**src/rtl/vga_pixel_stream.sv**
```systemverilog
// VGA pixel output stage: a prefetch FIFO feeds a 2-cycle pipeline that is aligned with the sync levels.
// Optional macro VGA_PIXEL_TEST_PATTERN_EN adds a test_en input that selects 8 vertical colour bars.
module vga_pixel_stream #(
   parameter int REZ_MAX_WIDTH = 11,
   parameter int COLOR_WIDTH   = 12,
   parameter int FIFO_DEPTH    = 8
) (
   input  logic                     clk,
   input  logic                     rst_n,
   input  logic [REZ_MAX_WIDTH-1:0] h_count,
   input  logic [REZ_MAX_WIDTH-1:0] v_count,
   input  logic                     h_sync_in,
   input  logic                     v_sync_in,
   input  logic [REZ_MAX_WIDTH-1:0] h_start,
   input  logic [REZ_MAX_WIDTH-1:0] h_len,
   input  logic [REZ_MAX_WIDTH-1:0] v_start,
   input  logic [REZ_MAX_WIDTH-1:0] v_len,
   input  logic [COLOR_WIDTH-1:0]   pix_data,
   input  logic                     pix_valid,
   output logic                     pix_ready,
   input  logic                     clr_err,
`ifdef VGA_PIXEL_TEST_PATTERN_EN
   input  logic                     test_en,
`endif
   output logic                     frame_start,
   output logic [COLOR_WIDTH-1:0]   rgb,
   output logic                     h_sync_out,
   output logic                     v_sync_out,
   output logic                     display_en,
   output logic                     underflow_err
);

   localparam int AW = $clog2(FIFO_DEPTH);
   localparam logic [AW:0] PTR_ONE  = {{AW{1'b0}}, 1'b1};
   localparam logic [AW:0] FULL_CNT = FIFO_DEPTH[AW:0];

   logic [COLOR_WIDTH-1:0] mem_q [FIFO_DEPTH];
   logic [AW:0]            wr_ptr_q, wr_ptr_d, rd_ptr_q, rd_ptr_d, count_s;
   logic                   full_s, empty_s, flush_s, push_s, pop_s, uf_s, test_s;
   logic                   h_act_s, v_act_s, active_s;
   logic [REZ_MAX_WIDTH:0] h_end_s, v_end_s;
   logic [COLOR_WIDTH-1:0] s1_data_d, s1_data_q, rgb_q;
   logic                   s1_active_q, s1_hsync_q, s1_vsync_q;
   logic                   display_en_q, h_sync_q, v_sync_q, frame_start_q;
   logic                   underflow_err_d, underflow_err_q;

`ifdef VGA_PIXEL_TEST_PATTERN_EN
   localparam int CH = COLOR_WIDTH / 3;
   logic [REZ_MAX_WIDTH-1:0] bar_off_s;
   logic [COLOR_WIDTH-1:0]   bar_rgb_s;

   function automatic logic [COLOR_WIDTH-1:0] bar_color(input logic [2:0] idx);
      logic [COLOR_WIDTH-1:0] c;
      c = {COLOR_WIDTH{1'b0}};
      c[3*CH-1 -: CH] = {CH{~idx[2]}};
      c[2*CH-1 -: CH] = {CH{~idx[1]}};
      c[CH-1 -: CH]   = {CH{~idx[0]}};
      return c;
   endfunction

   assign test_s    = test_en;
   assign bar_off_s = h_count - h_start;
   assign bar_rgb_s = bar_color(bar_off_s[REZ_MAX_WIDTH-1 -: 3]);
`else
   assign test_s = 1'b0;
`endif

   assign count_s  = wr_ptr_q - rd_ptr_q;
   assign full_s   = (count_s == FULL_CNT);
   assign empty_s  = (wr_ptr_q == rd_ptr_q);
   assign flush_s  = (h_count == {REZ_MAX_WIDTH{1'b0}}) && (v_count == {REZ_MAX_WIDTH{1'b0}});
   assign pix_ready = rst_n && !full_s && !flush_s;

   // Window ends are one bit wider so a window reaching the counter limit does not wrap
   assign h_end_s  = {1'b0, h_start} + {1'b0, h_len};
   assign v_end_s  = {1'b0, v_start} + {1'b0, v_len};
   assign h_act_s  = (h_count >= h_start) && ({1'b0, h_count} < h_end_s);
   assign v_act_s  = (v_count >= v_start) && ({1'b0, v_count} < v_end_s);
   assign active_s = h_act_s && v_act_s;

   // FIFO control, stage-1 data select and sticky error next state
   always_comb begin
      push_s          = pix_valid && pix_ready;
      uf_s            = active_s && !test_s && (empty_s || flush_s);
      pop_s           = active_s && !test_s && !empty_s && !flush_s;
      wr_ptr_d        = wr_ptr_q;
      rd_ptr_d        = rd_ptr_q;
      s1_data_d       = {COLOR_WIDTH{1'b0}};
      underflow_err_d = underflow_err_q;
      if (flush_s) begin
         wr_ptr_d = {(AW+1){1'b0}};
         rd_ptr_d = {(AW+1){1'b0}};
      end else begin
         if (push_s) begin
            wr_ptr_d = wr_ptr_q + PTR_ONE;
         end else begin
            wr_ptr_d = wr_ptr_q;
         end
         if (pop_s) begin
            rd_ptr_d = rd_ptr_q + PTR_ONE;
         end else begin
            rd_ptr_d = rd_ptr_q;
         end
      end
      if (pop_s) begin
         s1_data_d = mem_q[rd_ptr_q[AW-1:0]];
`ifdef VGA_PIXEL_TEST_PATTERN_EN
      end else if (active_s && test_s) begin
         s1_data_d = bar_rgb_s;
`endif
      end else begin
         s1_data_d = {COLOR_WIDTH{1'b0}};
      end
      if (uf_s) begin
         underflow_err_d = 1'b1;
      end else if (clr_err) begin
         underflow_err_d = 1'b0;
      end else begin
         underflow_err_d = underflow_err_q;
      end
   end

   // FIFO storage; contents are don't-care while the pointers say empty
   always_ff @(posedge clk) begin
      if (push_s && !flush_s) begin
         mem_q[wr_ptr_q[AW-1:0]] <= pix_data;
      end
   end

   // Pointers, two pipeline stages and status flags
   always_ff @(posedge clk or negedge rst_n) begin
      if (!rst_n) begin
         wr_ptr_q        <= {(AW+1){1'b0}};
         rd_ptr_q        <= {(AW+1){1'b0}};
         s1_active_q     <= 1'b0;
         s1_data_q       <= {COLOR_WIDTH{1'b0}};
         s1_hsync_q      <= 1'b0;
         s1_vsync_q      <= 1'b0;
         rgb_q           <= {COLOR_WIDTH{1'b0}};
         display_en_q    <= 1'b0;
         h_sync_q        <= 1'b0;
         v_sync_q        <= 1'b0;
         frame_start_q   <= 1'b0;
         underflow_err_q <= 1'b0;
      end else begin
         wr_ptr_q        <= wr_ptr_d;
         rd_ptr_q        <= rd_ptr_d;
         s1_active_q     <= active_s;
         s1_data_q       <= s1_data_d;
         s1_hsync_q      <= h_sync_in;
         s1_vsync_q      <= v_sync_in;
         rgb_q           <= s1_data_q;
         display_en_q    <= s1_active_q;
         h_sync_q        <= s1_hsync_q;
         v_sync_q        <= s1_vsync_q;
         frame_start_q   <= flush_s;
         underflow_err_q <= underflow_err_d;
      end
   end

   assign rgb           = rgb_q;
   assign display_en    = display_en_q;
   assign h_sync_out    = h_sync_q;
   assign v_sync_out    = v_sync_q;
   assign frame_start   = frame_start_q;
   assign underflow_err = underflow_err_q;

endmodule

```
**config.mk**
```make
export PLATFORM = sky130hd
export DESIGN_NAME = vga_pixel_stream
export DESIGN_NICKNAME = d
export VERILOG_FILES = /design/src/rtl/vga_pixel_stream.sv
export SDC_FILE = /design/constraint.sdc
export NUM_CORES = 1
export LEC_CHECK = 0
export CAP_MARGIN = 30
export CORE_UTILIZATION = 55
export CTS_CLUSTER_SIZE = 24
export DETAILED_ROUTE_END_ITERATION = 12
export GPL_ROUTABILITY_DRIVEN = 0
export GPL_TIMING_DRIVEN = 0
export HOLD_SLACK_MARGIN = 0.12
export PLACE_DENSITY = 0.81
export SLEW_MARGIN = 30
export SYNTH_ARGS = -nofsm -noshare
export SYNTH_HDL_FRONTEND = slang
export SYNTH_SLANG_ARGS = --single-unit
```
**constraint.sdc**
```tcl
create_clock -name clk -period 4.3 [get_ports clk]
set_clock_uncertainty 0.2 [all_clocks]
set_input_delay 1.075 -clock clk [delete_from_list [all_inputs] [get_ports clk]]
set_output_delay 1.075 -clock clk [all_outputs]
set_load 0.005 [all_outputs]
```
=== After elaboration in Yosys (flattened, before gate mapping) ===
Memory sizes are Yosys's and may differ from the RTL's.
Cells that the tools add are included.

* Logic and storage cells: 53
* Memory bits (writable): 96
* Memories: 1
* Memory bits (read-only): 0
* Bits in latches: 0
* Bits in registers: 40

* Divide/modulo/power cells: 0
* Bitwise gates (word level): 0
* Shifts and indexed selects: 0
* Muxes and demuxes: 9
* Multiply operators: 0
* Reduce and logical (&&, ||, !) cells: 20
* Equality and inequality tests: 2
* Magnitude comparators: 4
* Add/subtract/negate cells: 5

{| class="wikitable"
|+ Memories
! memory !! depth !! bits a word !! rd ports !! clocked after Yosys merged registers in !! write ports !! line !! text
|-
| mem_q || 8 || 12 || 1 || 0 || 1 || 37 || <nowiki>logic [COLOR_WIDTH-1:0] mem_q [FIFO_DEPTH];</nowiki>
|}

{| class="wikitable"
|+ Operators by type and width
! cell !! number
|-
| adder 11 x 11 -> 12 bit || 2
|-
| less-than comparator 11 x 12 -> 1 bit || 2
|-
| >= comparator 11 bit || 2
|-
| logical NOT 11 bit || 2
|-
| two-way mux 4 bit || 4
|-
| two-way mux 12 bit || 1
|-
| logical AND 1 bit || 11
|-
| adder 4 x 1 -> 4 bit (second input constant) || 2
|-
| nonzero test 2 bit || 3
|-
| equality test 4 bit || 1
|-
| equality test 4 bit (second input constant) || 1
|-
| two-way mux 1 bit || 4
|-
| subtractor 4 bit || 1
|-
| logical NOT 1 bit || 3
|-
| logical OR 1 bit || 1
|}

=== Depth between registers and ports, before layout ===
Gate-level depths: netlist (run 1).

* Depth in word-level cells: 9
* Mapped depth: 17
* Depth with buffers taken out: 16

=== Least setup slack after synthesis (run 1) ===
No wires, ideal clock.

* Path kind: input -> register
* Start: in v_start[0]
* End: reg rd_ptr_q[0]
* Required time: 4.023 ns
* Path slack: -0.308 ns
* Path buffers: 0
* Arrival time: 4.331 ns
* Library setup time: 0.077 ns
* Cell stages on the path: 16
* Path through: ha_1 > fa_1 > a21o_1 > a21oi_1 > nor2b_1 > o21a_1 > o41ai_1 > nand2_1 > o211a_1 > ha_1 > nor2b_1 > o21bai_1 > o31a_1 > o2bb2ai_1 > or4_1 > a21oi_1

* Cells in the longest elaborated chain, start to end: 7
* Elaborated cells on any way between the ends: 8

{| class="wikitable"
|+ Ends and longest elaborated chain
! item !! line !! text
|-
| start, declared || 16 || <nowiki>input logic [REZ_MAX_WIDTH-1:0] v_start,</nowiki>
|-
| adder 11 x 11 -> 12 bit || 76 || <nowiki>assign v_end_s = {1'b0, v_start} + {1'b0, v_len};</nowiki>
|-
| less-than comparator 11 x 12 -> 1 bit || 78 || <nowiki>assign v_act_s = (v_count >= v_start) && ({1'b0, v_count} < v_end_s);</nowiki>
|-
| logical AND 1 bit (*) || 78 ||
|-
| logical AND 1 bit (*) || 79 || <nowiki>assign active_s = h_act_s && v_act_s;</nowiki>
|-
| logical AND 1 bit (*) (2 in a row) || 85 || <nowiki>pop_s = active_s && !test_s && !empty_s && !flush_s;</nowiki>
|-
| nonzero test 2 bit (no line) (*) || n/a ||
|-
| end signal, assigned || 134 || <nowiki>rd_ptr_q <= {(AW+1){1'b0}};</nowiki>
|-
| end signal, assigned || 147 || <nowiki>rd_ptr_q <= rd_ptr_d;</nowiki>
|-
| end, declared || 38 || <nowiki>logic [AW:0] wr_ptr_q, wr_ptr_d, rd_ptr_q, rd_ptr_d, count_s;</nowiki>
|}

Mark *: on every way between the ends. The rest lies on a longest branch, timed or not.
A chain may end at the register's enable or synchronous reset.

=== Worst setup path after layout (run 1) ===
* Start: in h_start[0]
* End: reg rd_ptr_q[1]

* Cells in the longest elaborated chain, start to end: 7
* Elaborated cells on any way between the ends: 8

{| class="wikitable"
|+ Ends and longest elaborated chain
! item !! line !! text
|-
| start, declared || 14 || <nowiki>input logic [REZ_MAX_WIDTH-1:0] h_start,</nowiki>
|-
| adder 11 x 11 -> 12 bit || 75 || <nowiki>assign h_end_s = {1'b0, h_start} + {1'b0, h_len};</nowiki>
|-
| less-than comparator 11 x 12 -> 1 bit || 77 || <nowiki>assign h_act_s = (h_count >= h_start) && ({1'b0, h_count} < h_end_s);</nowiki>
|-
| logical AND 1 bit (*) || 77 ||
|-
| logical AND 1 bit (*) || 79 ||
|-
| via active_s || 40 || <nowiki>logic h_act_s, v_act_s, active_s;</nowiki>
|-
| logical AND 1 bit (*) (2 in a row) || 85 ||
|-
| nonzero test 2 bit (no line) (*) || n/a ||
|}

The timed path passes the listed nets; every way through them passes the cells marked *.

==> flow_summary.yaml, run 1 <==
outcome:
  run_status: "finished, violations left"
  failed_checks: "setup timing"
drt:
  route.detailed.vias_per_inst: 5.998
  vias: 5092
  wire_per_inst_um: 21.98
  drt_drc_violations_left: 0
  firstDrtPassIters: 5
  dr.first_iter.drc_count: 446
  totalWireLength_um: 18660
  detail-route-antenna-nets: 0
logic_synthesis:
  syn_nets: 671
  post-synth-top-area-cell: "sky130_fd_sc_hd__edfxtp_1"
  count_of_flip_flops_with_a_built_in_enable_after_synthesis: 96
  netlist_area_um2: 6968
  post_synthesis_average_cell_area_um2: 13.50
  postSynthRegisterBits: 136
  ys.warnings.count: 0
  ys_async_sr_fraction: 0.2941
  synth.area.top_cells: "sky130_fd_sc_hd__edfxtp_1, sky130_fd_sc_hd__dfrtp_1, sky130_fd_sc_hd__ha_1, sky130_fd_sc_hd__mux4_2, sky130_fd_sc_hd__a21oi_1"
  synth_top_flop_cell: "sky130_fd_sc_hd__edfxtp_1"
  yosys.cell_types.count: 56
  synthDominantCellAreaShare: 0.4137
  synth.cells.most_frequent: "sky130_fd_sc_hd__edfxtp_1, sky130_fd_sc_hd__ha_1, sky130_fd_sc_hd__dfrtp_1, sky130_fd_sc_hd__nand2_1, sky130_fd_sc_hd__a21oi_1"
  synth_cells: 516
  post-synth-top-count-cell: "sky130_fd_sc_hd__edfxtp_1"
  yosysSeqAreaShare: 0.5574
clock_network:
  hold_buffers: 0
  cts.path.max_buffers: 2
  clock_latency_ns: 0.42
  tritoncts: "done"
  clkSinkCount: 136
  h-tree-depth: 4
  numCtsBuffers: 17
  library_cell_used_as_clock_root_buffer: "sky130_fd_sc_hd__clkbuf_16"
  cts.reportedPaths.clkPinSlew_ns: 0.06
die:
  core_area_um2: 12160
  initial_core_util: 0.5729
  die_height_um: 114.6
  row_count: 40
  fp.dieW_um: 114.6
  num_io_pins: 102
  floorplan.die_area_um2: 13120
power_and_ir_drop:
  switching_share: 0.3265
  powerDensity_nw_per_um2: 481.6
  totalPowerFinal_mw: 4.566
  power.net_switching_mw: 1.491
  cellLeakagePower_nw: 3.791
  power_frac_seq: 0.368
  internal_power_mw: 3.076
  clockPowerShare: 0.304
  power.share.combinational: 0.327
  max-vdd-ir-drop_mv: 0.5492
critical_path:
  cp_cell_sequence: "buf_8, ha_4, fa_2, a21o_1, a21oi_2, nor2b_2, o21ai_2, a21oi_4, mux2i_1, nor2_1, ha_1, nand3_2, or4_4, a311oi_4, buf_4, o2bb2ai_4, nor2_2, a41o_1"
  timing.critical_path.required_ns: 4.40
  cp_num_buf_inv: 2
  critical_path.max_stage_delay_ns: 0.50
  timing.critical_path.arrival_ns: 4.53
  cpMaxStageDelayCell: "sky130_fd_sc_hd__or4_4"
  worst_setup_path_start_kind: "primary input"
  critPathCaptureType: "register"
  crit_path_max_fanout: 8
  crit_type: "in2reg"
  critPathTopFamily: "compound AO/OA/AOI/OAI gates"
finish:
  post_route_cells_drive_above_1_share: 0.2628
  syn_to_final_growth_pct: 36.07
  fillCellCount: 690
  fin_nets: 823
  fin_util: 0.7796
  num_antenna_cells: 0
grt:
  largest_net_degree_at_the_start_of_global_routing: 27
  grt_pass1_wl_um: 28240
  track_usage: 0.2973
  via_count_of_the_first_global_routing_pass: 5386
  grt_overflow_total: 0
  antenna_found_initial: 0
sta:
  achievable-frequency_mhz: 225.8
  setup_tns_ns: -0.4810
  final_worst_path_cycle_share: 1.030
  finalHoldViolations: 0
  rsz_0062_raised_after_global_routing: "yes"
  post-route-worst-setup-slack_ns: -0.1294
  final-max-slew-violation-count: 0
  worst_slew_pin_slew_ns: 0.8764
  slew-limit-headroom: 0.4151
  period_minus_slack_ns: 4.429
  finalSetupViolations: 13
run:
  max_cap_violations: 0
placement:
  dp_slack_ns: -1.106
  place.port_buffers: 101
  place.detailed.hpwl_um: 12280
min_path:
  worstHoldPathType: "reg2reg"
-- path summary, 6_finish.rpt --
path / slack (ns) / cells after the start / start / end
worst max-delay path: -0.13 / 18 / h_start[0] / rd_ptr_q[1]$_DFFE_PN0P_
worst min-delay path: 0.15 / 0 / s1_data_q[0]$_DFF_PN0_ / rgb[0]$_DFF_PN0_
worst max register to register: 0.51 / 11 / rd_ptr_q[1]$_DFFE_PN0P_ / mem_q[2][3]$_DFFE_PP_
worst min register to register: 0.15 / 0 / s1_data_q[0]$_DFF_PN0_ / rgb[0]$_DFF_PN0_
max in group asynchronous: 2.98 / 2 / rst_n / rd_ptr_q[1]$_DFFE_PN0P_
min in group asynchronous: 0.40 / 1 / rst_n / s1_hsync_q$_DFF_PN0_
-- final cells by class --
| class | instances | area [um^2] | share of cell area |
|---|---|---|---|
| Clock buffer | 18 | 429.2 | 0.04526 |
| Multi-Input combinational cell | 338 | 3358 | 0.3542 |
| Inverter | 31 | 120.1 | 0.01267 |
| Buffer | 9 | 73.82 | 0.007786 |
| Tap cell | 168 | 210.2 | 0.02217 |
| Sequential cell | 136 | 3886 | 0.4099 |
| Timing Repair Buffer | 135 | 1264 | 0.1333 |
| Clock inverter | 14 | 140.1 | 0.01478 |
-- routing by layer --
layer	track usage	wire, um
met1	0.3659	7288
met2	0.5095	9726
met3	0.05876	1062
met4	0.1351	580
met5	0	0
-- cells in the final DEF, fill, tap and decap left out, drive strengths merged, types with 8 or more instances in the layout --
cell type      count
a211oi             8
a21o               9
a21oi             32
buf               43
clkbuf            25
clkdlybuf4s50     68
dfrtp             40
dlygate4sd2       18
edfxtp            96
ha                69
inv               35
mux4              24
nand2             38
nor2              24
nor2b              8
o21ai             20
xor2              11
-- worst reg2reg max path, stage by stage (launching register included) --
cell	delay, ns
sky130_fd_sc_hd__dfrtp_2	0.53
sky130_fd_sc_hd__clkbuf_4	0.33
sky130_fd_sc_hd__inv_1	0.11
sky130_fd_sc_hd__ha_1	0.32
sky130_fd_sc_hd__nor2b_1	0.18
sky130_fd_sc_hd__o211ai_1	0.26
sky130_fd_sc_hd__a21o_1	0.18
sky130_fd_sc_hd__and4_4	0.22
sky130_fd_sc_hd__buf_6	0.12
sky130_fd_sc_hd__nand2b_1	0.17
sky130_fd_sc_hd__nor3b_2	0.65
sky130_fd_sc_hd__buf_6	0.24
-- registers in the layout (all words and copies together), names as in the netlist --
name	count
rgb	12
wr_ptr_q	4
s1_hsync_q	1
rd_ptr_q	4
h_sync_out	1
s1_vsync_q	1
v_sync_out	1
underflow_err	1
frame_start	1
s1_active_q	1
display_en	1
s1_data_q	12
mem_q	96
-- metrics by stage --
stage          cells  cell area [um^2]  hold slack [ns]
2_1_floorplan    516              7057           0.1312
3_3_place_gp     785              8278           0.1318
3_5_place_dp     796              8408           0.1365
4_1_cts          845              9296           0.1495
5_1_grt          849              9482           0.1589
6_report         849              9482           0.1478
-- logic make-up (layout without fill, tap and decap cells) --
kind of cell	after synthesis	count (layout)	share of synthesized area
buffers and inverters	42	207	0.02478
muxes	27	27	0.08188
adders and majority gates	71	71	0.1296
and+or+nand+nor	123	123	0.09014
DFF	136	136	0.5574
AOI/OAI and AO/OA	99	99	0.09140
xor gates and xnor gates	18	18	0.02478
-- power by group through the flow --
| stage | registers [mW] | clock network [mW] | logic, mW |
|---|---|---|---|
| 2_1_floorplan | 1.64 | 0 | 0.862 |
| 6_report | 1.68 | 1.39 | 1.49 |
| 5_1_grt | 1.70 | 1.45 | 1.60 |
| 3_5_place_dp | 1.68 | 0 | 1.31 |
| 4_1_cts | 1.68 | 1.40 | 1.41 |
| 3_3_place_gp | 1.66 | 0 | 1.21 |
-- timing repair --
| action | in CTS | in global routing |
|---|---|---|
| buffers inserted | 19 | 4 |
| gates resized for setup | 89 | 40 |
| pin swaps | 35 | 13 |
| setup endpoints to repair | 39 | 19 |
| hold endpoints to repair | 0 | 0 |
No activity file was read; power rests on OpenSTA's default activity.
==> run 2: changes to the inputs <==
Settings changed: SETUP_SLACK_MARGIN from default to 0.05, SLEW_MARGIN 30 to 20.
==> run 2 against run 1 <==
  * The flow still finishes with violations (setup timing)
  * Sequential power hardly changed
  * Non-clock buffer count is 3 higher
  * Die area unchanged
  * Count of clock-buffer cells in the layout up 1
  * Critical path depth is 1 lower
  * Sequential share of layout area fell by 0.85 points
  * Critical path type unchanged
==> flow_summary.yaml, run 2 (synthesis results as in run 1) <==
critical_path:
  critPathCaptureType: "register"
  rr_worst_depth: 12
  cpMaxStageDelayCell: "sky130_fd_sc_hd__or4_4"
  critical_path.max_stage_delay_ns: 0.53
  critPathTopFamily: "compound AO/OA/AOI/OAI gates"
  cp_cell_sequence: "dlygate4sd2_1, ha_4, o211ai_1, o21ai_2, o211a_1, o21ai_2, nand2b_1, xnor2_1, ha_1, nand3_2, or4_4, a311oi_4, a2bb2oi_2, nand3_4, buf_12, buf_12, a21oi_4"
  timing.critical_path.depth: 17
  cp_num_buf_inv: 3
  crit_type: "in2reg"
  worst_setup_path_start_kind: "primary input"
  timing.critical_path.required_ns: 4.39
  timing.critical_path.arrival_ns: 4.49
  crit_path_max_fanout: 5
sta:
  setup_tns_ns: -0.7232
  period_minus_slack_ns: 4.398
  rsz_0062_raised_after_global_routing: "yes"
  worst_slew_pin_slew_ns: 0.9767
  post-route-worst-setup-slack_ns: -0.09817
  final-max-slew-violation-count: 0
  finalSetupViolations: 11
  slew-limit-headroom: 0.3482
  final_worst_path_cycle_share: 1.023
  finalHoldViolations: 0
  achievable-frequency_mhz: 227.4
min_path:
  hold_depth: 0
  worstHoldPathType: "reg2reg"
die:
  fp.dieW_um: 114.6
  die_height_um: 114.6
  core_area_um2: 12160
  floorplan.die_area_um2: 13120
  num_io_pins: 102
  row_count: 40
  initial_core_util: 0.5729
grt:
  via_count_of_the_first_global_routing_pass: 5561
  antenna_found_initial: 0
  grt_pass1_wl_um: 29380
  grt_overflow_total: 0
  track_usage: 0.3115
  largest_net_degree_at_the_start_of_global_routing: 27
outcome:
  failed_checks: "setup timing"
  run_status: "finished, violations left"
clock_network:
  cts.path.max_buffers: 2
  tritoncts: "done"
  h-tree-depth: 4
  numCtsBuffers: 17
  clock_latency_ns: 0.42
  cts.reportedPaths.clkPinSlew_ns: 0.07
  library_cell_used_as_clock_root_buffer: "sky130_fd_sc_hd__clkbuf_16"
  clkSinkCount: 136
drt:
  firstDrtPassIters: 5
  wire_per_inst_um: 23.32
  vias: 5287
  drt_drc_violations_left: 0
  dr.first_iter.drc_count: 483
  route.detailed.vias_per_inst: 6.205
  totalWireLength_um: 19870
  detail-route-antenna-nets: 0
finish:
  mostFrequentLayoutCell: "sky130_fd_sc_hd__edfxtp_1"
  most-common-layout-cells: "sky130_fd_sc_hd__edfxtp_1, sky130_fd_sc_hd__ha_1, sky130_fd_sc_hd__clkdlybuf4s50_1"
  largest_register_ff_count: 96
  fin_nets: 826
  num_antenna_cells: 0
  syn_to_final_growth_pct: 38.86
  fin_util: 0.7956
  post_route_cells_drive_above_1_share: 0.2617
power_and_ir_drop:
  power.net_switching_mw: 1.555
  internal_power_mw: 3.280
  clockPowerShare: 0.322
  power.share.combinational: 0.334
  cellLeakagePower_nw: 3.948
  switching_share: 0.3217
  max-vdd-ir-drop_mv: 0.4304
  power_frac_seq: 0.345
  powerDensity_nw_per_um2: 499.8
run:
  max_cap_violations: 0
placement:
  place.detailed.hpwl_um: 11870
  place.port_buffers: 101
## run 2: routing by layer
metal | share of wire | vias up | global-route usage
li1 | - | 2303 | -
met1 | 0.36 | 2570 | 0.3480
met2 | 0.51 | 312 | 0.5442
met3 | 0.073 | 102 | 0.06564
met4 | 0.060 | 0 | 0.1965
met5 | 0 | - | 0
## run 2: timing repair
| item | CTS | global route |
|---|---|---|
| setup buffers | 23 | 6 |
| endpoints found under the setup margin | 51 | 19 |
| pin swaps | 39 | 20 |
| hold buffers | 0 | 0 |
| gates cloned | 1 | 0 |
| gates resized for setup | 117 | 41 |
## run 2: final timing paths
kind                                    startpoint                endpoint  slack, ns
hold reg to reg             s1_data_q[8]$_DFF_PN0_        rgb[8]$_DFF_PN0_       0.13
max in group asynchronous                    rst_n  s1_data_q[0]$_DFF_PN0_       3.01
min in group asynchronous                    rst_n    s1_vsync_q$_DFF_PN0_       0.38
hold / removal              s1_data_q[8]$_DFF_PN0_        rgb[8]$_DFF_PN0_       0.13
setup reg to reg           rd_ptr_q[1]$_DFFE_PN0P_   mem_q[1][2]$_DFFE_PP_       0.64
setup / recovery                          h_len[2]  s1_data_q[4]$_DFF_PN0_       -0.1
## run 2: cell type report
type	count	area (um^2)
Buffer	10	88.84
Clock buffer	19	432.9
Clock inverter	13	195.2
Fill cell	630	2486
Inverter	31	120.1
Multi-Input combinational cell	338	3407
Sequential cell	136	3884
Tap cell	168	210.2
Timing Repair Buffer	137	1338
## run 2: through the flow
| stage | area (um^2) | hold WS (ns) | power (mW) | setup WS [ns] | instances |
|---|---|---|---|---|---|
| floorplan | 7057 | 0.1312 | 2.507 | -0.05878 | 516 |
| global placement | 8278 | 0.1321 | 2.873 | -1.743 | 785 |
| detailed placement | 8389 | 0.1362 | 2.970 | -1.167 | 793 |
| CTS | 9523 | 0.1428 | 4.698 | -0.05289 | 848 |
| global route | 9676 | 0.1405 | 4.992 | -0.1785 | 852 |
| finish | 9676 | 0.1347 | 4.836 | -0.09817 | 852 |
## run 2: worst register-to-register path: stages (launching register included)
cell and delay [ns]:
sky130_fd_sc_hd__dfrtp_1 0.36, sky130_fd_sc_hd__clkbuf_4 0.24, sky130_fd_sc_hd__buf_8 0.20, sky130_fd_sc_hd__inv_1 0.10, sky130_fd_sc_hd__ha_1 0.33, sky130_fd_sc_hd__nor2b_1 0.16, sky130_fd_sc_hd__o211ai_1 0.20, sky130_fd_sc_hd__a21o_1 0.16
sky130_fd_sc_hd__and4_4 0.22, sky130_fd_sc_hd__buf_6 0.13, sky130_fd_sc_hd__nand2b_1 0.17, sky130_fd_sc_hd__nor3_2 0.62, sky130_fd_sc_hd__buf_6 0.24
## run 2: power by group through the flow
stage | registers, mW | clock network (mW) | logic [mW]
2_1_floorplan | 1.64 | 0 | 0.863
3_3_place_gp | 1.66 | 0 | 1.22
3_5_place_dp | 1.67 | 0 | 1.30
4_1_cts | 1.66 | 1.55 | 1.49
5_1_grt | 1.67 | 1.60 | 1.71
6_report | 1.67 | 1.56 | 1.61
